<file path="src/rtl/complex_accum_stream_pkg.sv">
// -----------------------------------------------------------------------------
// complex_accum_stream_pkg
//   Shared definitions for the streaming complex accumulator: the clog2 helper,
//   derived-width helpers (ACC_W, LEN_W), default parameter values and the
//   frame state encoding.
// -----------------------------------------------------------------------------
package complex_accum_stream_pkg;

    localparam int DEF_QI        = 4;
    localparam int DEF_QF        = 4;
    localparam int DEF_MAX_TERMS = 8;
    localparam int DEF_OUT_W     = 10;
    localparam int DEF_SAT       = 1;

    // Ceiling log2; clog2(1) = 0.
    function automatic int clog2(input int value);
        int res;
        int rem;
        res = 0;
        rem = value - 1;
        while (rem > 0) begin
            res = res + 1;
            rem = rem >> 1;
        end
        return res;
    endfunction

    // Accumulator width: a sum of max_terms samples can never overflow it.
    function automatic int acc_width(input int qi, input int qf, input int max_terms);
        return qi + qf + clog2(max_terms);
    endfunction

    // Width of the len port: must be able to express 0..max_terms.
    function automatic int len_width(input int max_terms);
        return clog2(max_terms + 1);
    endfunction

    typedef enum logic [1:0] {
        IDLE  = 2'd0,
        ACCUM = 2'd1,
        HOLD  = 2'd2
    } state_e;

endpackage

</file>
<file path="src/rtl/complex_accum_stream_sat_narrow.sv">
// -----------------------------------------------------------------------------
// sat_narrow
//   Combinational narrowing of a signed IN_W value to OUT_W bits (same binary
//   point). Out-of-range values are clamped (SAT=1) or wrapped to the low
//   OUT_W bits (SAT=0); ovf_o flags any value outside the OUT_W range.
//   Ports:
//     val_i  in  IN_W   signed wide value
//     val_o  out OUT_W  signed narrowed value
//     ovf_o  out 1      val_i did not fit OUT_W
// -----------------------------------------------------------------------------
module sat_narrow #(
    parameter int IN_W  = 11,
    parameter int OUT_W = 10,
    parameter int SAT   = 1
) (
    input  logic [IN_W-1:0]  val_i,
    output logic [OUT_W-1:0] val_o,
    output logic             ovf_o
);

    // Representable bounds of an OUT_W signed value, expressed in IN_W bits.
    localparam logic signed [IN_W-1:0] MAX_V = {{(IN_W-OUT_W+1){1'b0}}, {(OUT_W-1){1'b1}}};
    localparam logic signed [IN_W-1:0] MIN_V = {{(IN_W-OUT_W+1){1'b1}}, {(OUT_W-1){1'b0}}};

    logic signed [IN_W-1:0] val_s;
    assign val_s = $signed(val_i);

    // NOTE: every output gets a default before any branch, so no latch is inferred.
    always_comb begin
        ovf_o = 1'b0;
        val_o = val_i[OUT_W-1:0];
        if (val_s > MAX_V) begin
            ovf_o = 1'b1;
            if (SAT != 0) val_o = MAX_V[OUT_W-1:0];
        end else if (val_s < MIN_V) begin
            ovf_o = 1'b1;
            if (SAT != 0) val_o = MIN_V[OUT_W-1:0];
        end
    end

endmodule

</file>
<file path="src/rtl/complex_accum_stream.sv">
// -----------------------------------------------------------------------------
// complex_accum_stream
//   Accumulates 1..MAX_TERMS signed QI.QF complex samples into one complex sum,
//   one sample per clock, and presents it narrowed to OUT_W bits.
//   Ports:
//     clk, rst_n            clock, asynchronous active-low reset
//     in_valid/in_ready     input handshake (beat = in_valid & in_ready)
//     in_re, in_im          signed W-bit sample
//     len                   terms in the frame, sampled on the first beat
//     out_valid/out_ready   output handshake
//     out_re, out_im        signed OUT_W-bit result
//     overflow              current result did not fit OUT_W
//     ovf_sticky            OR of overflows since reset / sticky_clr
//     sticky_clr            synchronous clear of ovf_sticky (a set wins)
// -----------------------------------------------------------------------------
module complex_accum_stream
    import complex_accum_stream_pkg::*;
#(
    parameter int QI        = DEF_QI,
    parameter int QF        = DEF_QF,
    parameter int MAX_TERMS = DEF_MAX_TERMS,
    parameter int OUT_W     = DEF_OUT_W,
    parameter int SAT       = DEF_SAT
) (
    input  logic                              clk,
    input  logic                              rst_n,
    input  logic                              in_valid,
    output logic                              in_ready,
    input  logic [QI+QF-1:0]                  in_re,
    input  logic [QI+QF-1:0]                  in_im,
    input  logic [len_width(MAX_TERMS)-1:0]   len,
    output logic                              out_valid,
    input  logic                              out_ready,
    output logic [OUT_W-1:0]                  out_re,
    output logic [OUT_W-1:0]                  out_im,
    output logic                              overflow,
    output logic                              ovf_sticky,
    input  logic                              sticky_clr
);

    localparam int W     = QI + QF;
    localparam int ACC_W = acc_width(QI, QF, MAX_TERMS);
    localparam int LEN_W = len_width(MAX_TERMS);

    state_e                    state_q, state_d;
    logic                      rdy_q;
    logic signed [ACC_W-1:0]   acc_re_q, acc_re_d, acc_im_q, acc_im_d;
    logic [LEN_W-1:0]          cnt_q, cnt_d, len_q, len_d;
    logic [OUT_W-1:0]          out_re_q, out_im_q;
    logic                      ovf_q, sticky_q;

    logic signed [ACC_W-1:0]   smp_re, smp_im;
    logic [LEN_W-1:0]          len_clamped;
    logic                      beat, enter_hold;
    logic [OUT_W-1:0]          nar_re, nar_im;
    logic                      ovf_re, ovf_im;

    assign smp_re = ACC_W'($signed(in_re));
    assign smp_im = ACC_W'($signed(in_im));
    assign beat   = in_valid & rdy_q;

    // A length of 0 means a single term; anything above MAX_TERMS saturates.
    always_comb begin
        len_clamped = len;
        if (len == '0) begin
            len_clamped = LEN_W'(1);
        end else if (len > LEN_W'(MAX_TERMS)) begin
            len_clamped = LEN_W'(MAX_TERMS);
        end
    end

    always_comb begin
        state_d  = state_q;
        acc_re_d = acc_re_q;
        acc_im_d = acc_im_q;
        cnt_d    = cnt_q;
        len_d    = len_q;
        unique case (state_q)
            IDLE: begin
                if (beat) begin
                    len_d    = len_clamped;
                    acc_re_d = smp_re;
                    acc_im_d = smp_im;
                    cnt_d    = LEN_W'(1);
                    state_d  = (len_clamped == LEN_W'(1)) ? HOLD : ACCUM;
                end
            end
            ACCUM: begin
                if (beat) begin
                    acc_re_d = acc_re_q + smp_re;
                    acc_im_d = acc_im_q + smp_im;
                    cnt_d    = cnt_q + LEN_W'(1);
                    if (cnt_d == len_q) state_d = HOLD;
                end
            end
            HOLD: begin
                if (out_ready) state_d = IDLE;
            end
            default: state_d = IDLE;
        endcase
    end

    // The narrowers look at the next-state sum so the result can be registered
    // on the same edge that accepts the final beat.
    assign enter_hold = (state_d == HOLD) && (state_q != HOLD);

    sat_narrow #(.IN_W(ACC_W), .OUT_W(OUT_W), .SAT(SAT)) u_narrow_re (
        .val_i (acc_re_d),
        .val_o (nar_re),
        .ovf_o (ovf_re)
    );

    sat_narrow #(.IN_W(ACC_W), .OUT_W(OUT_W), .SAT(SAT)) u_narrow_im (
        .val_i (acc_im_d),
        .val_o (nar_im),
        .ovf_o (ovf_im)
    );

    // NOTE: sequential state uses non-blocking assignments so every register
    // samples the pre-edge values of the others.
    always_ff @(posedge clk or negedge rst_n) begin
        if (!rst_n) begin
            state_q  <= IDLE;
            rdy_q    <= 1'b0;
            acc_re_q <= '0;
            acc_im_q <= '0;
            cnt_q    <= '0;
            len_q    <= '0;
            out_re_q <= '0;
            out_im_q <= '0;
            ovf_q    <= 1'b0;
            sticky_q <= 1'b0;
        end else begin
            state_q  <= state_d;
            // Registered so in_ready stays low through reset and rises on the
            // first clock after release.
            rdy_q    <= (state_d != HOLD);
            acc_re_q <= acc_re_d;
            acc_im_q <= acc_im_d;
            cnt_q    <= cnt_d;
            len_q    <= len_d;
            if (enter_hold) begin
                out_re_q <= nar_re;
                out_im_q <= nar_im;
                ovf_q    <= ovf_re | ovf_im;
            end
            if (enter_hold && (ovf_re | ovf_im)) begin
                sticky_q <= 1'b1;
            end else if (sticky_clr) begin
                sticky_q <= 1'b0;
            end
        end
    end

    assign in_ready   = rdy_q;
    assign out_valid  = (state_q == HOLD);
    assign out_re     = out_re_q;
    assign out_im     = out_im_q;
    assign overflow   = ovf_q;
    assign ovf_sticky = sticky_q;

endmodule

</file>
<file path="config.mk">
export PLATFORM = sky130hd
export DESIGN_NAME = complex_accum_stream
export DESIGN_NICKNAME = d
export VERILOG_FILES = /design/src/rtl/complex_accum_stream_pkg.sv /design/src/rtl/complex_accum_stream_sat_narrow.sv /design/src/rtl/complex_accum_stream.sv
export SDC_FILE = /design/constraint.sdc
export NUM_CORES = 1
export LEC_CHECK = 0
export ABC_CLOCK_PERIOD_IN_PS = 3800
export BUFFER_PORTS_ARGS = -buffer_cell sky130_fd_sc_hd__clkbuf_2
export CAP_MARGIN = 20
export CORE_ASPECT_RATIO = 0.5
export CORE_MARGIN = 2
export CORE_UTILIZATION = 58
export CTS_CLUSTER_DIAMETER = 50
export DETAILED_ROUTE_END_ITERATION = 8
export GPL_ROUTABILITY_DRIVEN = 0
export GPL_TIMING_DRIVEN = 0
export MAX_ROUTING_LAYER = met4
export PLACE_DENSITY = 0.9
export SKIP_CTS_REPAIR_TIMING = 1
export SYNTH_ARGS = -nofsm -noshare
export SYNTH_HDL_FRONTEND = slang
export SYNTH_SLANG_ARGS = --single-unit
export TNS_END_PERCENT = 20
</file>
<file path="constraint.sdc">
create_clock -name clk -period 3.8 [get_ports clk]
set_input_delay 0.57 -clock clk [delete_from_list [all_inputs] [get_ports clk]]
set_output_delay 0.57 -clock clk [all_outputs]
set_load 0.01 [all_outputs]
</file>
Word-level counts from Yosys, hierarchy flattened
Cells that the tools add are included.
Cells by class
  order comparisons: 5
  $add $sub $neg: 3
  bitwise gates (word level): 2
  equality and inequality tests: 9
  multiply operators: 0
  mux-type cells: 27
  shift operators: 0
  reductions and logical operators: 8
  divide/modulo/power cells: 0
Operators with widths (number)
  2-to-1 mux 11 bit: 4
  case mux 11 bit (2 select lines): 2
  2-to-1 mux 10 bit: 4
  adder 11 x 8 -> 11 bit: 2
  > comparator 11 x 10 -> 1 bit, second input constant: 2
  < comparator 11 x 10 -> 1 bit, second input constant: 2
  2-to-1 mux 4 bit: 4
  2-to-1 mux 2 bit: 5
  inequality test 2 bit, second input constant: 4
  case mux 4 bit (2 select lines): 1
  2-to-1 mux 1 bit: 6
  case mux 2 bit (3 select lines): 1
  adder 4 x 1 -> 4 bit, second input constant: 1
  == test 2 bit, second input constant: 2
  == test 4 x 1 -> 1 bit, second input constant: 1
  == test 4 bit: 1
  > comparator 4 bit, second input constant: 1
  logical NOT 4 bit: 1
  nonzero test 2 bit: 2
  AND reduction 3 bit: 1
  == test 2 x 1 -> 1 bit, second input constant: 1
  logical AND 1 bit: 2
  logical NOT 2 bit: 1
  AND reduction 2 bit: 1
  other kinds (2): 2
Storage, ports and cells
  memories: 0
  RAM bits: 0
  latch bits: 0
  bits in read-only memories: 0
  register bits: 55

Depth between registers and ports, before layout
  depth after elaboration: 11
  mapped depth: 12

Modules after synthesis
A second synthesis with hierarchy kept.
Second synthesis, totals
  cell total of the unflattened synthesis: 354
  area total of the unflattened synthesis: 3648.5 sq um
By module, submodules not included
  complex_accum_stream: cells each 328, seq. area each 1376.3 sq um, times used 1, area an instance 3398.3 sq um
  sat_narrow: cells each 13, seq. area each 0.0 sq um, times used 2, area an instance 125.1 sq um

Worst setup path before layout
No wires, ideal clock.
  path kind: input port to flip-flop
  from: in in_im[0]
  to: reg out_im_q[8], in the netlist out_im[8]
  path slack: 762 ps
  path buffers: 1
  arrival time: 2913 ps
  library setup time: 125 ps
  required time: 3675 ps
  stages on the path: 10
  cells stage by stage: ha_1 fa_1 a211o_1 a211oi_2 o21bai_1 a21oi_1 o32ai_1 buf_2 maj3_1 mux2_2
On the way
  word-level cells in the longest chain between the ends: 6
  elaborated cells on any way between the ends: 8
  those cells by class: add/sub (1); order compare (2); mux (5)
RTL lines
  from (decl): line complex_accum_stream.sv:30  | input logic [QI+QF-1:0] in_im,
  adder 11 x 8 -> 11 bit: line complex_accum_stream.sv:91  | acc_im_d = acc_im_q + smp_im;
  2-to-1 mux 11 bit: line complex_accum_stream.sv:89  | if (beat) begin
  case mux 11 bit (2 select lines) (*): line complex_accum_stream.sv:78  | unique case (state_q)
  < comparator 11 x 10 -> 1 bit: line complex_accum_stream_sat_narrow.sv:35  | end else if (val_s < MIN_V) begin
  2-to-1 mux 10 bit: line complex_accum_stream_sat_narrow.sv:35
  2-to-1 mux 10 bit (*): line complex_accum_stream_sat_narrow.sv:32  | if (val_s > MAX_V) begin
  to (signal assigned): line complex_accum_stream.sv:144  | out_im_q <= nar_im;
  to (decl): line complex_accum_stream.sv:49  | logic [OUT_W-1:0] out_re_q, out_im_q;
Every way passes the cells marked *; elsewhere a longest branch is shown, timed or not.
A chain may end at the register's enable or synchronous reset.

Worst setup path in the final report
  from: in in_im[0]
  to: reg sticky_q, in the netlist ovf_sticky
On the way
  word-level cells in the longest chain between the ends: 9
  elaborated cells on any way between the ends: 12
  those cells by class: add/sub (1); order compare (2); mux (6); bitwise (1); reduce/logical (2)
RTL lines
  adder 11 x 8 -> 11 bit (*): line complex_accum_stream.sv:91
  2-to-1 mux 11 bit (*): line complex_accum_stream.sv:89
  case mux 11 bit (2 select lines) (*): line complex_accum_stream.sv:78
  net acc_im_d[10]: line complex_accum_stream.sv:47  | logic signed [ACC_W-1:0] acc_re_q, acc_re_d, acc_im_q, acc_im_d;
  < comparator 11 x 10 -> 1 bit: line complex_accum_stream_sat_narrow.sv:35
  2-to-1 mux 1 bit: line complex_accum_stream_sat_narrow.sv:35
  2-to-1 mux 1 bit (*): line complex_accum_stream_sat_narrow.sv:32
  OR 1 bit (*): line complex_accum_stream.sv:147  | if (enter_hold && (ovf_re | ovf_im)) begin
  logical AND 1 bit (*): line complex_accum_stream.sv:147
  2-to-1 mux 1 bit or nonzero test 2 bit (tied branches)
  to (signal assigned): line complex_accum_stream.sv:132  | sticky_q <= 1'b0;
  to (signal assigned): line complex_accum_stream.sv:148  | sticky_q <= 1'b1;
  to (signal assigned): line complex_accum_stream.sv:150  | sticky_q <= 1'b0;
  to (decl): line complex_accum_stream.sv:50  | logic ovf_q, sticky_q;
The timed path passes the listed nets; every way through them passes the cells marked *.

==> results.ini <==
[pwr]
power_density_mw_per_mm2 = 961
max-vdd-ir-drop_mv = 0.430
power.total_mw = 3.89
p_leak_nw = 1.91

[sta]
rsz0062_at_grt = no
tightest_slew_ns = 0.783
skew_ns = 0.00576
slew_headroom = 0.477
hold_viol = 0
slew_viol_final = 0
fin_crit_ns = 3.24
finalCritPeriodShare = 0.851
clock.fmax_mhz = 309
setup_tns_ns = 0
setup_violations = 0

[critical_path]
criticalPathCategory = input pin to flip-flop
cp-startpoint = in_im[0]
arrival_ns = 3.40
startpoint_type = input pin
cp-end-kind = flip-flop
slowest_stage = fa_1
path_max_fanout = 3
max_stage_delay_ns = 0.45
reg2reg_from = acc_im_q[0]$_DFF_PN0_
cp.required_ns = 3.97
cp_cell_sequence = clkbuf_2, ha_1, fa_1, a211o_1, a211oi_2, o21bai_1, nor3b_1, o32ai_1, inv_1, xnor2_1, nor2_1, a221o_1

[floorplanning]
start_util = 0.593
num_rows = 20
core-area_mm2 = 0.00598
pin_count = 49
dieArea_mm2 = 0.00679
die_w_um = 115
chipHeight_um = 59.3

[routing]
drt-total-wl_um = 9310
drcViolationCount = 0
drtAntennaViolNets = 0
drtPass1Iterations = 5
avgRoutedWirePerCell_um = 17.5
vias = 3388
drt_iter0_drc = 356
viasPerCell = 6.37

[global_routing]
antenna_found_initial = 0
grt_pass1_vias = 3244
grt_max_degree = 36
groute.usage.overall = 0.299
grt_pass1_wl_um = 15200
grt-ovfl-total = 0

[layout]
nets = 503
drive_above_1_share = 0.154
area_growth_syn_to_layout_pct = 14.3
final_common_cell = dfrtp_1
diodes = 0
layout_common_cells = dfrtp_1, clkbuf_2, o21ai_0

[synth]
syn_inst = 398
ys_warn_count = 0
avgSynthCellArea_um2 = 8.91
ys_ff_latch = 55
ys_types = 54
synth-edff-count = 0
netlist_area_mm2 = 0.00355
synth_nets = 446
ys.flop_type = dfrtp_1
yosysSeqAreaShare = 0.388
postSynth.asyncResetShare = 1.00

[place]
io_buffers = 48
dp_hpwl_um = 6750

[min_path]
hold_path.class = input pin to async pin

[clocking]
cts-root-buf = clkbuf_16
h-tree-depth = 2
clk_latency_ns = 0.29
clock-sinks = 55
cts_buffer_depth = 2
cts_made_buffers = 5
cts.clk_slew.worst_paths_ns = 0.07
cts_tree = yes

[outcome]
outcome = finished clean

[flow_run]
cap_viol_max_count = 0

==> area by class of cell <==
cell class                 instances  area, µm²
clock buffer                       6        139
inverter                          12       45.0
buffer                            20       83.8
timing repair buffer              50        265
tap                               77       96.3
multi-input combinational        311       2040
sequential                        55       1380
fill                             463       1930
clock inverter                     1       5.00
==> per-stage QoR <==
step	util	hold slack, ns	cells	cell area [µm²]	worst slack [ns]
4_1_cts	0.677	0.278	532	4050	0.662
2_1_floorplan	-	0.274	398	3550	0.762
5_1_grt	0.677	0.292	532	4050	0.432
6_report	0.677	0.254	532	4050	0.565
3_5_place_dp	0.653	0.469	525	3910	0.398
3_3_place_gp	0.649	0.469	523	3880	0.412
==> final timing paths <==
path	depth (start not counted)	slack, ns	endpoint
min in group clk	2	0.49	out_re[0]$_DFFE_PN0P_
min	1	0.25	acc_re_q[1]$_DFF_PN0_
max in group asynchronous	2	2.95	in_ready$_DFF_PN0_
max reg2reg	11	0.58	ovf_sticky$_DFFE_PN0P_
max	12	0.56	ovf_sticky$_DFFE_PN0P_
min reg2reg	2	0.49	out_re[0]$_DFFE_PN0P_
==> flip-flops by register name, summed over array words and instances, names as in the netlist <==
name        cells
overflow        1
state_q         2
ovf_sticky      1
out_re         10
len_q           4
in_ready        1
cnt_q           4
acc_re_q       11
acc_im_q       11
out_im         10
==> kinds of logic after synthesis <==
| family | count (synthesis) | share of synthesized area |
|---|---|---|
| flops | 55 | 0.388 |
| xor+xnor | 15 | 0.0371 |
| compound gates | 147 | 0.271 |
| simple gates | 114 | 0.147 |
| buf+inv | 32 | 0.0363 |
| mux | 11 | 0.0321 |
| fa+ha+maj | 24 | 0.0882 |
==> cells in the mapped netlist, types with 4 or more instances <==
master	number	area share
buf_2	4	0.0056
xnor2_1	8	0.020
ha_1	21	0.074
o21a_1	4	0.0085
o21ai_0	43	0.061
nand2_1	40	0.042
nor2_1	34	0.036
nand3b_1	4	0.0085
a211o_1	4	0.0099
a211oi_1	5	0.011
a2bb2oi_1	6	0.015
clkbuf_1	13	0.014
o31ai_1	9	0.019
and3_1	6	0.011
xor2_1	7	0.017
inv_1	11	0.012
mux2i_1	8	0.023
nor3_1	7	0.0099
a22oi_1	5	0.011
a31oi_1	4	0.0071
a21oi_1	37	0.052
nand3_1	9	0.013
a21o_1	6	0.013
dfrtp_1	55	0.39
==> critical path: cells and delay by family <==
kind            cells  cell delay, ns
buf+inv             2            0.22
compound gates      5            1.40
fa+ha+maj           2            0.69
simple gates        2            0.27
xor+xnor            1            0.24
==> power breakdown <==
part | switching [mW] | total, mW | internal (mW)
clock network | 0.203 | 0.461 | 0.258
registers | 0.187 | 1.05 | 0.865
logic | 1.45 | 2.38 | 0.928
total | 1.84 | 3.89 | 2.05
==> routing by layer <==
layer,up-vias,routed length [µm],GRT usage
li1,1577,-,-
met1,1629,4240,0.404
met2,159,4220,0.474
met3,23,679,0.0460
met4,0,160,0.0889
met5,-,0,-
Power figures use the tool's default switching activity.
